--- config.mk ---
export PLATFORM = sky130hd
export DESIGN_NAME = pc_unit
export DESIGN_NICKNAME = d
export VERILOG_FILES = /design/src/rtl/pc_unit.sv
export SDC_FILE = /design/constraint.sdc
export NUM_CORES = 1
export LEC_CHECK = 0
export BUFFER_PORTS_ARGS = -buffer_cell sky130_fd_sc_hd__buf_2
export CAP_MARGIN = 20
export CORE_MARGIN = 3
export CORE_UTILIZATION = 45
export CTS_CLUSTER_SIZE = 28
export DETAILED_ROUTE_END_ITERATION = 12
export PLACE_DENSITY = 0.76
export SLEW_MARGIN = 30
export SYNTH_ARGS = -nofsm -noshare
export SYNTH_HDL_FRONTEND = slang
export SYNTH_SLANG_ARGS = --single-unit
--- constraint.sdc ---
create_clock -name clk -period 2.4 [get_ports clk]
set_clock_uncertainty 0.2 [all_clocks]
set_input_delay 0.24 -clock clk [delete_from_list [all_inputs] [get_ports clk]]
set_output_delay 0.24 -clock clk [all_outputs]
set_load 0.1 [all_outputs]
--- src/rtl/pc_unit.sv ---
// pc_unit -- 8-bit program counter with optional return-address stack.
//
// Purpose:
//   Holds the program counter and computes the next value from sequential
//   increment, relative branch, absolute jump, call and return controls.
//   Priority when several controls are asserted together:
//   ret > call > jump > branch > increment.
//
// Configuration macro:
//   PC_CALL_STACK_EN -- when defined, adds the return-address stack and the
//   call/ret push/pop behaviour. When undefined, call acts as jump, ret is
//   ignored, stk_empty is tied to 1, and stk_full/stk_err are tied to 0.
//
// Parameters:
//   RESET_PC     PC value loaded on reset
//   STACK_DEPTH  number of return-address entries (power of two, 2..8)
//
// Ports:
//   clk         in   system clock, rising edge
//   rst         in   asynchronous active-high reset
//   en          in   advance enable; 0 holds all state
//   branch      in   relative branch (pc + 1 + branch_off)
//   branch_off  in   8-bit signed offset, already shifted by the upstream stage
//   jump        in   absolute jump to jump_addr
//   jump_addr   in   target for jump and call
//   call        in   push pc+1, then jump to jump_addr
//   ret         in   pop return address into pc
//   pc          out  registered program counter
//   stk_empty   out  stack holds no entries
//   stk_full    out  stack holds STACK_DEPTH entries
//   stk_err     out  sticky overflow/underflow flag, cleared only by reset
module pc_unit #(
  parameter logic [7:0] RESET_PC    = 8'h00,
  parameter int         STACK_DEPTH = 4
) (
  input  logic       clk,
  input  logic       rst,
  input  logic       en,
  input  logic       branch,
  input  logic [7:0] branch_off,
  input  logic       jump,
  input  logic [7:0] jump_addr,
  input  logic       call,
  input  logic       ret,
  output logic [7:0] pc,
  output logic       stk_empty,
  output logic       stk_full,
  output logic       stk_err
);

  logic [7:0] pc_inc;
  logic [7:0] pc_nxt;

  assign pc_inc = pc + 8'd1;

`ifdef PC_CALL_STACK_EN

  // sp counts entries 0..STACK_DEPTH, so it needs one bit more than the index.
  localparam int SP_W  = $clog2(STACK_DEPTH + 1);
  localparam int IDX_W = $clog2(STACK_DEPTH);

  logic [7:0]       stk_mem [STACK_DEPTH];
  logic [SP_W-1:0]  sp;
  logic [SP_W-1:0]  sp_nxt;
  logic             err_nxt;
  logic             push;
  logic [IDX_W-1:0] push_idx;
  logic [IDX_W-1:0] top_idx;

  assign stk_empty = (sp == '0);
  assign stk_full  = (sp == SP_W'(STACK_DEPTH));
  assign push_idx  = IDX_W'(sp);
  assign top_idx   = IDX_W'(sp - SP_W'(1));

  always_comb begin
    pc_nxt  = pc_inc;
    sp_nxt  = sp;
    err_nxt = stk_err;
    push    = 1'b0;
    if (ret) begin
      if (!stk_empty) begin
        pc_nxt = stk_mem[top_idx];
        sp_nxt = sp - SP_W'(1);
      end else begin
        // Underflow: fall back to a plain increment and flag it.
        err_nxt = 1'b1;
      end
    end else if (call) begin
      pc_nxt = jump_addr;
      if (!stk_full) begin
        push   = 1'b1;
        sp_nxt = sp + SP_W'(1);
      end else begin
        // Overflow: the jump still happens, the return address is lost.
        err_nxt = 1'b1;
      end
    end else if (jump) begin
      pc_nxt = jump_addr;
    end else if (branch) begin
      pc_nxt = pc_inc + branch_off;
    end
  end

  always_ff @(posedge clk or posedge rst) begin
    if (rst) begin
      pc      <= RESET_PC;
      sp      <= '0;
      stk_err <= 1'b0;
    end else if (en) begin
      pc      <= pc_nxt;
      sp      <= sp_nxt;
      stk_err <= err_nxt;
    end
  end

  // Entry contents are don't-care after reset, so the array has no reset;
  // the rst term only stops a push that coincides with reset.
  always_ff @(posedge clk) begin
    if (!rst && en && push) begin
      stk_mem[push_idx] <= pc_inc;
    end
  end

`else

  logic unused_ret;

  assign unused_ret = ret;
  assign stk_empty  = 1'b1;
  assign stk_full   = 1'b0;
  assign stk_err    = 1'b0;

  always_comb begin
    pc_nxt = pc_inc;
    if (call || jump) begin
      pc_nxt = jump_addr;
    end else if (branch) begin
      pc_nxt = pc_inc + branch_off;
    end
  end

  always_ff @(posedge clk or posedge rst) begin
    if (rst) begin
      pc <= RESET_PC;
    end else if (en) begin
      pc <= pc_nxt;
    end
  end

`endif

endmodule

## After elaboration in Yosys (flattened, before gate mapping)

Cells that the tools add are included.
Widths: inputs -> output; s select.

- ROM bits: 0
- Memories: 0
- Bits of input ports: 23
- Flip-flop bits (word level): 8
- Bits in latches: 0
- Memory bits (writable): 0
- Output and inout bits: 11

- Bitwise logic cells: 0
- Add/subtract/negate cells: 2
- Equality and inequality tests: 0
- Multipliers: 0
- Order comparisons: 0
- Shifts and indexed selects: 0
- Div/mod/pow operators: 0
- Multiplexer cells: 2
- Reductions and logical operators: 1

Operators by type and width:

| operator | count |
|---|---|
| $mux 8 | 2 |
| $add 8x1->8 const B | 1 |
| $add 8x8->8 | 1 |
| $logic_or 1x1->1 | 1 |

## Longest topological paths before layout

Gate-level depths: netlist of the first run.

- Depth in word-level cells: 4
- Mapped depth: 10
- Gate-level depth less buffers: 10

## Least setup slack after synthesis of the first run

Ideal clock, no wire load.

- Path type: reg2reg
- Start: register pc[0]
- End: register pc[6]
- Data required time: 2.122 ns
- Clock period less this slack: 3.129 ns
- Setup slack: -0.729 ns
- Arrival: 2.851 ns
- Path buffers: 0
- Stages on the path, launching flop included: 10
- Cell sequence: dfrtp_1 ha_1 nand3_1 xnor2_1 ha_1 o21ai_0 or4b_1 o31ai_1 a31oi_1 a21oi_1

- Cells in the longest elaborated chain, start to end: 4

RTL lines:

| item | RTL line | text |
|---|---|---|
| start, declared | 45 | `output logic [7:0] pc,` |
| start signal, assigned | 146 | `pc <= pc_nxt;` |
| $add 8x1->8 (*) | 54 | `assign pc_inc = pc + 8'd1;` |
| $add 8x8->8 | 138 | `pc_nxt = pc_inc + branch_off;` |
| $mux 8 (*) | 137 | `end else if (branch) begin` |
| $mux 8 (*) | 135 | `if (call \|\| jump) begin` |

Mark *: on every way between the ends. The rest lies on a longest branch, timed or not.
A chain may end at the register's enable or synchronous reset.

## Worst setup path in the final report of the first run

Same ends and word-level chain as after synthesis.

==> metrics.txt, run 1 <==
Place WS=-0.0544 ns; Most flops, register=pc; Clock Tree Root=clkbuf_4; IO buf count=29; element type at the critical path start=flip-flop; Power Density=710 nW/um^2; vias in the first global route=between 1000 and 1500; FFs w/ async S/R, synth=100%; Hold Vio Cnt, Final=0; Yosys warnings=0; placed cells=between 150 and 200; status=complete, but fails checks; ANT nets after route=0; Req. time, crit path=between 2 and 2.5 ns; worst-skew pair later-pin latency=between 0.2 and 0.3 ns; number of flops mapped to enable cells by yosys=0; GPL Wtd Cong=a little under 0.9; ANT cells=0; Die Wd=approximately 53 um; vias post-DR=between 1000 and 1500; Max Clk Rate=~420 MHz; clk slew on worst S/H paths=about 0.060 ns; Worst Hold Slack=about 0.011 ns; DP Area=approximately 1300 sq um; Cell Chain, Critical Path=ha_4 > and2_4 > nand2_2 > xnor2_2 > ha_4 > or4b_4 > o31ai_2 > a31oi_1 > a21oi_1; largest net degree at the start of global routing=18; drt total wl=around 2800 um; number of flip-flops in the largest register=8; Slew Viols, Final=0; Fillers=about 160; detailed-placement wirelength estimate=around 2000 um; H-Tree Depth=1; Num CTS Buffers=3; DR vias/cell=5.65; delay of the slowest critical-path stage=between 0.5 and 0.6 ns; Initial Util=just under 50%; clock sinks=8; crit share post-route=100%; I/O pins=34; CP Class=flip-flop to flip-flop; Avg Cell Area, Syn=8.04 sq um; Max Buffers Root-to-Sink=2; Worst Tran Pin Value=roughly 0.54 ns; DRC Markers=0; Mapped Area=between 900 and 1000 sq um; CTS tree=done; first-pass GRT wire length=roughly 4400 um; post-route cell area=1450 sq um; Max IR drop VDD=~580 uV; row cnt=16; fin nets=between 150 and 200; top flop regs=pc (8); Syn-to-layout area delta=47.6%; CP dominant cell by count=ha_4; Detailed Routing Iterations Pass 1=4; Avg WL per Cell=between 10 and 15 um; Cells after Synth=about 120; sequential fraction of the synthesis area=20.4%; drt first-iter violations=24; antenna violations before repair=0; Hold Path Class=primary input to flip-flop; fin cells=192; slowest CP cell=dfrtp_4; Setup Viol. Count Final=1; Synth cell types=36; Slew HR=approximately 64%; Leakage=around 0.65 nW; Synth Register Bits=8; RSZ-0062 raised after global routing=yes; Synth Flop Type=dfrtp_1; GR Overflow Total=0; CP Capture Type=flip-flop; worst-path fanout max=5; number of max-cap violations=0; PnR worst setup slack=-0.00219 ns; critical path data arrival time=between 2 and 2.5 ns; share of cells above drive strength 1=47.9%; Setup TNS Final=-0.00219 ns; violated checks=setup timing; Die ar.=about 2800 sq um; commonest non-fill, non-tap cell in the layout=buf_2; min cycle time layout=approximately 2.4 ns; Die Height=~53 um; most frequent cells in the layout=buf_2 (29), buf_4 (15), nand2_1 (9); GRT Util Overall=a little over a fifth; Core Footprint=about 2000 sq um
-- routing by layer --
metal	global-route usage, %	up-vias	wire length [um]
li1	-	528	-
met1	25.3	511	1180
met2	37.6	39	1450
met3	5.98	7	166
met4	5.96	0	40
met5	0	-	0
-- synth_stat cells, types with 2 or more instances --
| cell | n | area (sq um) |
|---|---|---|
| o2bb2ai_1 | 2 | 17.5 |
| nand3_1 | 7 | 35.0 |
| conb_1 | 2 | 7.51 |
| mux2i_1 | 2 | 20.0 |
| a31oi_1 | 2 | 12.5 |
| o21ai_0 | 10 | 50.1 |
| nand2_1 | 10 | 37.5 |
| a211oi_1 | 5 | 37.5 |
| dfrtp_1 | 8 | 200 |
| a21oi_1 | 5 | 25.0 |
| nor2_1 | 8 | 30.0 |
| xor2_1 | 2 | 17.5 |
| o31ai_1 | 2 | 15.0 |
| buf_4 | 7 | 52.6 |
| xnor2_1 | 7 | 61.3 |
| nand2b_1 | 6 | 37.5 |
| inv_1 | 4 | 15.0 |
| and3_1 | 3 | 18.8 |
| ha_1 | 9 | 113 |
| o211ai_1 | 5 | 37.5 |
-- worst max-delay path: cells and delay by family, from the launching register on --
family                     cells  cell delay (ns)
AOI/OAI and AO/OA              3             0.30
xor gates and xnor gates       1             0.14
and+or+nand+nor                3             0.73
DFF                            1             0.51
adders and majority gates      2             0.43
-- through the flow --
step                util (%)  power [mW]
global placement        61.9       0.784
floorplan                  -       0.641
global route            71.6        1.10
CTS                     66.5       0.957
detailed placement      61.9       0.801
finish                  71.6        1.03
-- cells by family after synthesis --
kind of cell               synth area share [%]
AOI/OAI and AO/OA                          27.7
and+or+nand+nor                            19.0
buffers and inverters                      7.40
adders and majority gates                  13.5
xor gates and xnor gates                   8.04
DFF                                        20.4
muxes                                      3.19
other                                     0.766
-- layout make-up --
cell class | instances | area [sq um] | area share (%)
multi-input cells | 103 | 873 | 60.3
repair buffers | 46 | 279 | 19.3
flip-flops and latches | 8 | 220 | 15.2
well taps | 27 | 33.8 | 2.33
clock buffers | 4 | 26.3 | 1.82
inverters | 4 | 15.0 | 1.04
-- worst paths after layout --
kind                               from  cells past startpoint     to  slack (ns)
setup / recovery                  pc[0]                      9  pc[6]      -0.002
hold / removal             jump_addr[3]                      3  pc[3]        0.01
setup reg to reg                  pc[0]                      9  pc[6]      -0.002
hold reg to reg                   pc[3]                      2  pc[3]        0.41
max in group asynchronous           rst                      3  pc[4]        1.49
min in group asynchronous           rst                      3  pc[3]        0.24
-- power breakdown --
part / switching, mW / internal (mW)
clock: 0.0568 / 0.0643
sequential: 0.0370 / 0.164
combinational: 0.421 / 0.285
total: 0.515 / 0.513
-- timing repair --
action | 4_1_cts | 5_1_grt
resized for setup | 11 | 13
setup endpoints to repair | 3 | 4
endpoints found under the hold margin | 8 | 0
setup buffers | 1 | 2
pin swaps | 9 | 10
hold buffers | 1 | 0
Power figures use the tool's default switching activity.
==> inputs of run 2 (changes only) <==
--- a/config.mk
+++ b/config.mk
@@ -12,6 +12,7 @@
 export CTS_CLUSTER_SIZE = 28
 export DETAILED_ROUTE_END_ITERATION = 12
 export PLACE_DENSITY = 0.76
+export SKIP_CTS_REPAIR_TIMING = 1
 export SLEW_MARGIN = 30
 export SYNTH_ARGS = -nofsm -noshare
 export SYNTH_HDL_FRONTEND = slang
==> metrics.txt, run 2 (synthesized netlist as in run 1, its figures left out) <==
status=complete, but fails checks; violated checks=setup timing; delay of the slowest critical-path stage=roughly 0.56 ns; H-Tree Depth=1; DR vias/cell=5.43; Setup Viol. Count Final=1; Hold Vio Cnt, Final=0; Syn-to-layout area delta=43.2%; delay-heaviest family, CP=simple AND/OR/NAND/NOR gates; IO buf count=29; Int Pwr=around 500 uW; Power Density=718 nW/um^2; detailed-placement wirelength estimate=2020 um; Sw Pwr=a little over 500 uW; vias post-DR=between 1000 and 1500; Core Footprint=~2000 sq um; I/O pins=34; most frequent cells in the layout=buf_2 (29), buf_4 (15), nand2_1 (9); Most flops, register=pc; ANT nets after route=0; Slew Viols, Final=0; largest net degree at the start of global routing=18; Die Wd=52.7 um; GRT Util Overall=20.3%; commonest non-fill, non-tap cell in the layout=buf_2; Power Total=1.01 mW; fin nets=between 150 and 200; Clock Tree Root=clkbuf_4; crit share post-route=101%; first-pass GRT wire length=4170 um; Num CTS Buffers=3; ANT cells=0; DRC Markers=0; clk slew on worst S/H paths=about 0.06 ns; number of flip-flops in the largest register=8; CP Class=flip-flop to flip-flop; RSZ-0062 raised after global routing=yes; top flop regs=pc (8); Worst Tran Pin Value=0.507 ns; Setup TNS Final=-0.0246 ns; critical path data arrival time=~2.4 ns; Reg power frac=between 10% and 20%; Die ar.=about 2800 sq um; Hold Path Class=primary input to flip-flop; Max IR drop VDD=around 480 uV; Clock Power Share=between 10% and 20%; CP Capture Type=flip-flop; Initial Util=between 40% and 50%; row cnt=16; Comb pwr share=roughly 69%; Worst Hold Slack=0.0150 ns; share of cells above drive strength 1=a little under half; WP buf/inv=0; GR Overflow Total=0; clock sinks=8; switch share=between 50 and 60%; drt total wl=around 2600 um; Max Clk Rate=between 400 and 500 MHz; CTS tree=done; vias in the first global route=between 900 and 1000; drt first-iter violations=27; number of max-cap violations=0; worst-path fanout max=4; worst-skew pair later-pin latency=between 0.2 and 0.3 ns; Detailed Routing Iterations Pass 1=4; min cycle time layout=between 2 and 2.5 ns; Req. time, crit path=2.39 ns; Avg WL per Cell=roughly 14 um; Slew HR=about 66%; Cell Chain, Critical Path=ha_4 > nand3_2 > xnor2_1 > ha_1 > o21ai_2 > or4b_4 > o31ai_4 > a31oi_1 > a21oi_1; slowest CP cell=or4b_4; Fillers=roughly 170; PnR worst setup slack=-0.0246 ns; Max Buffers Root-to-Sink=2; GPL Wtd Cong=0.880; antenna violations before repair=0; Die Height=between 50 and 60 um; Leakage=roughly 0.64 nW; element type at the critical path start=flip-flop
## run 2: final cells by class
| type | instances | area [sq um] | area share (%) |
|---|---|---|---|
| Sequential cell | 8 | 220 | 15.7 |
| Timing Repair Buffer | 45 | 268 | 19.1 |
| Inverter | 4 | 15.0 | 1.07 |
| Tap cell | 27 | 33.8 | 2.40 |
| Clock buffer | 4 | 26.3 | 1.87 |
| Multi-Input combinational cell | 103 | 842 | 59.9 |
## run 2: metrics by stage
step	area, sq um	instances	util (%)	setup WS [ns]
floorplan	1020	123	-	-0.162
global placement	1250	185	61.9	-0.0134
detailed placement	1250	185	61.9	-0.0544
CTS	1280	189	63.2	-0.0817
global route	1410	191	69.5	-0.140
finish	1410	191	69.5	-0.0246
## run 2: final timing paths
path                       cells past startpoint    startpoint     to  slack [ns]
min in group asynchronous                      3           rst  pc[3]        0.25
max                                            9         pc[0]  pc[6]       -0.02
min                                            3  jump_addr[3]  pc[3]        0.01
max reg2reg                                    9         pc[0]  pc[6]       -0.02
max in group asynchronous                      3           rst  pc[4]        1.48
min reg2reg                                    2         pc[4]  pc[4]        0.38
## run 2: layer usage
| layer | track usage [%] | up-vias | part of all wire [%] |
|---|---|---|---|
| li1 | - | 520 | - |
| met1 | 24.9 | 487 | 44 |
| met2 | 34.5 | 29 | 50 |
| met3 | 5.70 | 2 | 5.6 |
| met4 | 5.11 | 0 | 0.46 |
| met5 | 0 | - | 0 |
## run 2: tightest hold or removal path, stage by stage
cell and delay, ns:
buf_2 0.07, nand3_1 0.06, nand3_1 0.08
## run 2: power groups by stage
stage | clock [mW] | combinational, mW | sequential (mW)
2_1_floorplan | 0 | 0.295 | 0.346
3_3_place_gp | 0 | 0.588 | 0.196
3_5_place_dp | 0 | 0.603 | 0.198
4_1_cts | 0.122 | 0.606 | 0.195
5_1_grt | 0.129 | 0.745 | 0.203
6_report | 0.120 | 0.691 | 0.198
